File: config.mk
export PLATFORM = sky130hd
export DESIGN_NAME = fifo_wr_arbiter
export DESIGN_NICKNAME = d
export VERILOG_FILES = /design/src/rtl/fifo_wr_arbiter.sv
export SDC_FILE = /design/constraint.sdc
export NUM_CORES = 1
export LEC_CHECK = 0
export CAP_MARGIN = 25
export CORE_MARGIN = 5
export CORE_UTILIZATION = 40
export CTS_CLUSTER_DIAMETER = 60
export DETAILED_ROUTE_END_ITERATION = 16
export PLACE_DENSITY = 0.85
export SETUP_SLACK_MARGIN = 0.02
export SYNTH_ARGS = -nofsm -noshare
export SYNTH_HDL_FRONTEND = slang
export SYNTH_SLANG_ARGS = --single-unit
File: constraint.sdc
create_clock -name wr_clk -period 3.3 [get_ports wr_clk]
set_input_delay 0.495 -clock wr_clk [delete_from_list [all_inputs] [get_ports wr_clk]]
set_output_delay 0.495 -clock wr_clk [all_outputs]
set_load 0.03 [all_outputs]
File: src/rtl/fifo_wr_arbiter.sv
// fifo_wr_arbiter: round-robin owner of the async FIFO write port.
// Grants whole bursts to one requester at a time and honours fifo_full.
// A burst ends when the owner marks its last beat, or when MAX_BEATS beats
// have been accepted. The pointer then moves past the owner so everyone
// else is scanned first.
//
// state   | meaning
// --------+------------------------------------------------------------
// S_IDLE  | no owner; pick the next requester round-robin from rr_ptr
// S_BURST | owner_q holds the write port; beats pass straight through
//
module fifo_wr_arbiter #(
  parameter int NUM_REQ   = 4,
  parameter int DATA_W    = 8,
  parameter int MAX_BEATS = 8
) (
  input  logic                      wr_clk,
  input  logic                      rst,
  input  logic [NUM_REQ-1:0]        req_valid,
  input  logic [NUM_REQ-1:0]        req_last,
  input  logic [NUM_REQ*DATA_W-1:0] req_data,
  output logic [NUM_REQ-1:0]        req_ready,
  input  logic                      fifo_full,
  output logic                      fifo_wr_en,
  output logic [DATA_W-1:0]         fifo_wr_data,
  output logic [NUM_REQ-1:0]        grant,
  output logic                      busy
);

  localparam int PTR_W = $clog2(NUM_REQ);
  localparam int CNT_W = $clog2(MAX_BEATS);
  localparam logic [PTR_W-1:0] LAST_IDX  = PTR_W'(NUM_REQ - 1);
  localparam logic [CNT_W-1:0] LAST_BEAT = CNT_W'(MAX_BEATS - 1);
  localparam logic [PTR_W:0]   NUM_REQ_W = (PTR_W + 1)'(NUM_REQ);

  typedef enum logic {
    S_IDLE  = 1'b0,
    S_BURST = 1'b1
  } state_t;

  state_t               state_q, state_d;
  logic [NUM_REQ-1:0]   grant_q, grant_d;
  logic [PTR_W-1:0]     owner_q, owner_d;
  logic [PTR_W-1:0]     rr_ptr_q, rr_ptr_d;
  logic [CNT_W-1:0]     beat_cnt_q, beat_cnt_d;

  logic [DATA_W-1:0]    data_arr [NUM_REQ];
  logic                 own_valid;
  logic                 own_last;
  logic [DATA_W-1:0]    own_data;
  logic                 beat_accept;
  logic                 burst_end;

  logic                 pick_valid;
  logic [PTR_W-1:0]     pick_idx;
  logic [PTR_W:0]       cand;

  // Unpack the flat requester data bus into one word per requester.
  always_comb begin
    for (int i = 0; i < NUM_REQ; i++) begin
      data_arr[i] = req_data[i*DATA_W +: DATA_W];
    end
  end

  // Only the owner's lines are ever looked at during a burst.
  always_comb begin
    own_valid = req_valid[owner_q];
    own_last  = req_last[owner_q];
    own_data  = data_arr[owner_q];
  end

  // A beat moves into the FIFO exactly when the FIFO bumps its write pointer.
  always_comb begin
    beat_accept = (state_q == S_BURST) && own_valid && !fifo_full;
    burst_end   = beat_accept && (own_last || (beat_cnt_q == LAST_BEAT));
  end

  // Round-robin scan starting at rr_ptr. Walking offsets from the far end
  // down lets the nearest valid requester overwrite the pick, so no break.
  always_comb begin
    pick_valid = 1'b0;
    pick_idx   = '0;
    cand       = '0;
    for (int off = NUM_REQ - 1; off >= 0; off--) begin
      cand = {1'b0, rr_ptr_q} + (PTR_W + 1)'(off);
      if (cand >= NUM_REQ_W) begin
        cand = cand - NUM_REQ_W;
      end
      if (req_valid[cand[PTR_W-1:0]]) begin
        pick_valid = 1'b1;
        pick_idx   = cand[PTR_W-1:0];
      end
    end
  end

  // Next-state logic: arbitrate in IDLE, count beats and close bursts in BURST.
  always_comb begin
    state_d    = state_q;
    grant_d    = grant_q;
    owner_d    = owner_q;
    rr_ptr_d   = rr_ptr_q;
    beat_cnt_d = beat_cnt_q;

    case (state_q)
      S_IDLE: begin
        if (pick_valid) begin
          state_d    = S_BURST;
          grant_d    = NUM_REQ'(1) << pick_idx;
          owner_d    = pick_idx;
          beat_cnt_d = '0;
        end
      end

      S_BURST: begin
        if (burst_end) begin
          // Clear rather than increment so the counter never wraps.
          state_d    = S_IDLE;
          grant_d    = '0;
          beat_cnt_d = '0;
          rr_ptr_d   = (owner_q == LAST_IDX) ? '0 : owner_q + PTR_W'(1);
        end else if (beat_accept) begin
          beat_cnt_d = beat_cnt_q + CNT_W'(1);
        end
      end

      default: begin
        state_d = S_IDLE;
        grant_d = '0;
      end
    endcase
  end

  // State register with synchronous reset; a burst in flight is simply dropped.
  always_ff @(posedge wr_clk) begin
    if (rst) begin
      state_q    <= S_IDLE;
      grant_q    <= '0;
      owner_q    <= '0;
      rr_ptr_q   <= '0;
      beat_cnt_q <= '0;
    end else begin
      state_q    <= state_d;
      grant_q    <= grant_d;
      owner_q    <= owner_d;
      rr_ptr_q   <= rr_ptr_d;
      beat_cnt_q <= beat_cnt_d;
    end
  end

  // Write port and handshakes: registered owner plus owner inputs only.
  // Non-owners can never reach an output. Reset blocks any write in flight.
  always_comb begin
    busy         = (state_q == S_BURST);
    grant        = grant_q;
    fifo_wr_en   = 1'b0;
    fifo_wr_data = '0;
    req_ready    = '0;
    if (state_q == S_BURST) begin
      fifo_wr_data = own_data;
      if (!rst) begin
        fifo_wr_en = own_valid;
        if (!fifo_full) begin
          req_ready = grant_q;
        end
      end
    end
  end

endmodule

# == After elaboration in Yosys (flattened, before gate mapping) ==
# Index checks and enable logic that the tools add are counted.
# op_classes
add_sub_neg,9
n_reduce_logical,9
eq_ne,5
n_shift,1
n_bitwise,2
magnitude_cmp,10
mux,44
# ops
cell,n
8-bit two-way mux,3
4-bit two-way mux,5
2-bit two-way mux,9
8-bit binary-select mux with 2-bit select,1
"2-bit by 3-bit less-than comparator with 1-bit output, second input constant",5
1-bit two-way mux,14
1-bit binary-select mux with 2-bit select,6
"3-bit >= comparator, second input constant",4
3-bit two-way mux,3
4-bit case mux with 2 select lines,1
2-bit AND reduction,4
"2-bit by 1-bit subtractor with 2-bit output, second input constant",4
"2-bit by 2-bit adder with 3-bit output, second input constant",2
3-bit case mux with 2 select lines,1
"1-bit by 2-bit left shift with 4-bit output, first input constant",1
"2-bit by 1-bit adder with 3-bit output, second input constant",1
"3-bit by 1-bit adder with 3-bit output, second input constant",1
"3-bit == test, second input constant",1
"2-bit by 3-bit >= comparator with 1-bit output, second input constant",1
1-bit logical AND,3
"3-bit by 1-bit != test with 1-bit output, second input constant",1
2-bit inverter with 3-bit output,1
"2-bit by 1-bit adder with 2-bit output, second input constant",1
"2-bit == test, second input constant",1
6 further kinds,6
# word_totals
out_inout_bits,18
register_bits,12
inputBits,43
wordCells,85

# == Longest topological paths before layout ==
# depth
word_depth,12
mapped_depth,6
ltp_nobuf,6

# == Worst setup path before layout ==
# OpenSTA, ideal clock, no wires.
# synth_path
path_type,flip-flop to output port
startpoint,reg state_q (netlist: busy)
endpoint,out fifo_wr_en
setup_slack_ps,1202
required_ps,2805
stages_incl_launch_ff,4
n_path_buf,1
t_arrival_ps,1603
path_cell_list,dfxtp_1 > clkbuf_1 > nand2b_1 > a211oi_1
# synth_via
elab_chain_len,1
# synth_lines
item,line_no,rtl
"start, declared",41,"state_t state_q, state_d;"
"start signal, assigned",142,state_q <= state_d;
1-bit two-way mux,158,if (state_q == S_BURST) begin
"end, declared",24,"output logic fifo_wr_en,"
# Every way passes these cells.

# == Worst setup path in the final report ==
# layout_path
startpoint,reg owner_q[0]
endpoint,out fifo_wr_data[4]
# layout_via
elab_chain_len,5
# layout_lines
item,line_no,rtl
"start, declared",43,"logic [PTR_W-1:0] owner_q, owner_d;"
"start signal, assigned",144,owner_q <= owner_d;
2-bit inverter with 3-bit output (implied by the code),69,own_data = data_arr[owner_q];
8-bit binary-select mux with 2-bit select,69,
8-bit two-way mux (implied by the code) (2 in a row),69,
8-bit two-way mux,158,
"end, declared",25,"output logic [DATA_W-1:0] fifo_wr_data,"
# Every way passes these cells. The select of a mux whose other input is x is not followed.

==> flow_metrics.py <==
metrics = {
    "logic_synthesis": {
        "synth.avg_cell_area_sq_um": 10.2,
        "synth-seq-cells": 12,
        "synth_warnings": 0,
        "netlist_area_sq_mm": 0.00103,
        "synth_simple_gate_area_share_pct": 23.4,
        "synthCells": 101,
        "synth_top_family_by_area": "simple AND/OR/NAND/NOR gates",
        "synthTopCellsByArea": "dfxtp_1, mux4_2, and2_1",
        "yosysSeqAreaShare_pct": 23.2,
        "synth_compound_area_share_pct": 20.8,
        "synth_nets": 147,
        "synthDistinctLibCells": 38,
        "synthMuxAreaShare_pct": 22.8,
        "synth_area_leader_cell": "dfxtp_1",
        "yosysTopAreaCellShare_pct": 23.2,
        "synth_xor_area_share_pct": 0,
        "synth_fa_ha_area_share_pct": 3.63,
    },
    "worst_setup_path": {
        "cp_cell_sequence": "mux4_2 > and2_1 > clkdlybuf4s50_1",
        "slowest_delay_ns": 0.87,
        "r2r_setup_slack_ns": 1.39,
        "startpoint_type": "flop",
        "crit_family": "flip-flops",
        "reg2reg_from": "owner_q[0]$_SDFFE_PP0P_",
        "r2r-end": "grant[3]$_SDFFE_PP0P_",
        "crit_arrival_ns": 2.49,
        "path_class": "flop to output pin",
        "critPathMaxFanout": 17,
        "reg2reg_depth": 4,
        "cp.buffers_inverters": 1,
        "cp-end-kind": "output pin",
        "cp.required_ns": 2.80,
        "cp_slowest_cell": "dfxtp_1",
    },
    "floorplanning": {
        "start_util_pct": 41.7,
        "fp.dieH_um": 60.8,
        "rows": 18,
        "die_w_um": 60.8,
        "core_area_sq_mm": 0.00248,
        "ios": 61,
        "dieArea_sq_mm": 0.00370,
    },
    "cells_and_area": {
        "fillers": 197,
        "synthToLayoutAreaGrowth_pct": 60.9,
        "final_nets": 206,
        "instances_no_fill": 189,
        "antenna_cells": 0,
        "drive_gt1_share_pct": 12.6,
    },
    "timing": {
        "rsz0062_at_grt": "false",
        "skew_ns": 0.00620,
        "max_slew_margin_pct": 43.8,
        "fin_crit_sh_pct": 90.4,
        "finalMaxSlewViolations": 0,
        "timing.final.hold_violations": 0,
        "fmax_mhz": 335,
        "fin_crit_ns": 2.98,
        "layout_setup_ws_ns": 0.315,
        "tightest_slew_ns": 0.842,
        "finalSetupViolations": 0,
        "hold_slack_ns": 0.496,
        "tns_ns": 0,
    },
    "clock_tree": {
        "ctsLongestPathBuffers": 2,
        "cts_tree": "built",
        "clock_sink_count": 12,
        "ctsResizeCount": 0,
        "clk_latency_ns": 0.27,
        "cts_hold_buf": 0,
        "cts_buffers": 3,
        "root_buffer": "clkbuf_4",
        "cts_setup_buffers": 0,
        "cts.clk_slew.worst_paths_ns": 0.07,
        "h-tree-depth": 1,
    },
    "power": {
        "internal-power_mw": 0.358,
        "power_frac_clock_pct": 21.4,
        "seqPwrFrac_pct": 33.0,
        "power.leakage_nw": 0.586,
        "p_switching_mw": 0.179,
        "p_per_area_mw_per_mm2": 323,
        "swShare_pct": 33.3,
        "peakVddDrop_v": 0.000334,
        "p_comb_share_pct": 45.6,
    },
    "drt": {
        "vias": 1061,
        "drc": 0,
        "drtAntennaViolNets": 0,
        "wirelength_mm": 3.06,
        "first_pass_iters": 4,
        "viasPerCell": 5.61,
        "wl_per_cell_um": 16.2,
        "drt_iter0_drc": 31,
    },
    "global_route": {
        "gr-total-overflow": 0,
        "grt_max_degree": 18,
        "first_global_vias": 1115,
        "antenna_found_initial": 0,
        "grtUsageTotal_pct": 17.5,
        "grt_pass1_wl_mm": 5.00,
    },
    "min_path": {
        "holdPathEnd": "grant[1]$_SDFFE_PP0P_",
        "min_from": "grant[1]$_SDFFE_PP0P_",
        "hold_class": "flop to flop",
        "hold_depth": 1,
    },
    "job": {
        "max_cap_viol_count": 0,
    },
    "placement": {
        "port_buffers": 60,
        "place_inst": 185,
        "globalplace.congestion": 0.797,
        "pre_cts_slack_ns": 0.462,
        "place_hpwl_mm": 2.50,
    },
    "outcome": {
        "outcome": "completed",
    },
}
## kinds of logic after synthesis
group	Yosys count
and+or+nand+nor	40
AOI/OAI and AO/OA	23
muxes	13
DFF	12
buffers and inverters	10
adders and majority gates	3
## routing by layer
| layer | vias to the layer above | part of all wire, % | track usage (%) |
|---|---|---|---|
| li1 | 507 | - | - |
| met1 | 486 | 38 | 20.3 |
| met2 | 66 | 46 | 30.1 |
| met3 | 2 | 16 | 7.02 |
| met4 | 0 | 0.33 | 4.64 |
| met5 | - | 0 | 0 |
## per-stage QoR
| stage | utilization (%) | power [mW] | cell area (sq um) |
|---|---|---|---|
| 2_1_floorplan | - | 0.321 | 1030 |
| 3_5_place_dp | 65.7 | 0.426 | 1630 |
| 5_1_grt | 67.1 | 0.567 | 1660 |
| 3_3_place_gp | 65.7 | 0.421 | 1630 |
| 6_report | 67.1 | 0.537 | 1660 |
| 4_1_cts | 67.1 | 0.541 | 1660 |
## power by group through the flow
stage,clock network [mW],registers [mW],logic (mW)
2_1_floorplan,0,0.177,0.144
3_3_place_gp,0,0.181,0.241
3_5_place_dp,0,0.181,0.245
4_1_cts,0.117,0.178,0.247
5_1_grt,0.124,0.182,0.261
6_report,0.115,0.177,0.245
## worst reg2reg max path, cell delays in order, from the launching register on
cell and delay [ns]:
dfxtp_1 0.87, mux2i_1 0.20, a22oi_2 0.38, a211oi_4 0.13, a32o_2 0.24
## synthesized netlist by cell type
| library cell | count |
|---|---|
| a32o_1 | 2 |
| a211oi_4 | 1 |
| or3_1 | 1 |
| buf_4 | 3 |
| nand2_1 | 2 |
| or2_1 | 1 |
| buf_6 | 2 |
| o2bb2ai_4 | 1 |
| a211oi_1 | 1 |
| nor3b_1 | 1 |
| nand2b_1 | 4 |
| ha_1 | 3 |
| a21oi_1 | 4 |
| nor2_1 | 6 |
| o22a_1 | 1 |
| o21ai_0 | 1 |
| o221ai_1 | 1 |
| nand3b_1 | 4 |
| nor3_1 | 2 |
| nand3_1 | 1 |
| clkbuf_1 | 2 |
| nor4_1 | 1 |
| inv_1 | 3 |
| o21a_1 | 1 |
| o31ai_1 | 1 |
| a22o_1 | 1 |
| o22ai_1 | 2 |
| mux2_4 | 1 |
| dfxtp_1 | 12 |
| mux4_2 | 8 |
| mux2i_1 | 4 |
| and2_1 | 13 |
| nand4b_1 | 1 |
| a32o_2 | 2 |
| nor3b_2 | 1 |
| nor2b_1 | 2 |
| a22oi_2 | 1 |
| o32ai_1 | 3 |
## state kept, by name (all words and copies together), names as in the netlist
register	count
beat_cnt_q	3
busy	1
grant	4
owner_q	2
rr_ptr_q	2
## final cells by class
cell class | count | area, sq um | area share, %
multi-input cells | 79 | 729 | 43.9
repair buffers | 61 | 608 | 36.6
flip-flops and latches | 12 | 240 | 14.4
well taps | 30 | 37.5 | 2.26
clock buffers | 4 | 36.3 | 2.18
inverters | 3 | 11.3 | 0.677
## worst max-delay path by stage
| stage | startpoint | to | slack, ns | cells past startpoint |
|---|---|---|---|---|
| 6_report | owner_q[0]$_SDFFE_PP0P_ | fifo_wr_data[4] | 0.32 | 3 |
| 5_1_grt | owner_q[0]$_SDFFE_PP0P_ | fifo_wr_data[7] | 0.16 | 3 |
| 4_1_cts | owner_q[0]$_SDFFE_PP0P_ | fifo_wr_data[0] | 0.27 | 3 |
| 3_5_place_dp | rst | req_ready[3] | 0.46 | 4 |
| 3_3_place_gp | rst | req_ready[0] | 0.51 | 4 |
| 2_1_floorplan | busy$_SDFF_PP0_ | fifo_wr_en | 1.20 | 3 |
## placed cells by master, fill, tap and decap left out, types with 2 or more instances in the layout
master,instances
a21oi_1,4
a32o_1,2
a32o_2,2
and2_1,13
clkbuf_4,3
clkdlybuf4s50_1,60
dfxtp_1,12
ha_1,3
inv_1,3
mux2i_1,4
mux4_2,8
nand2_1,2
nand2b_1,4
nand3b_1,4
nor2_1,6
nor2b_1,2
nor3_1,2
o22ai_1,2
o32ai_1,3
No activity file was read; power rests on OpenSTA's default activity.
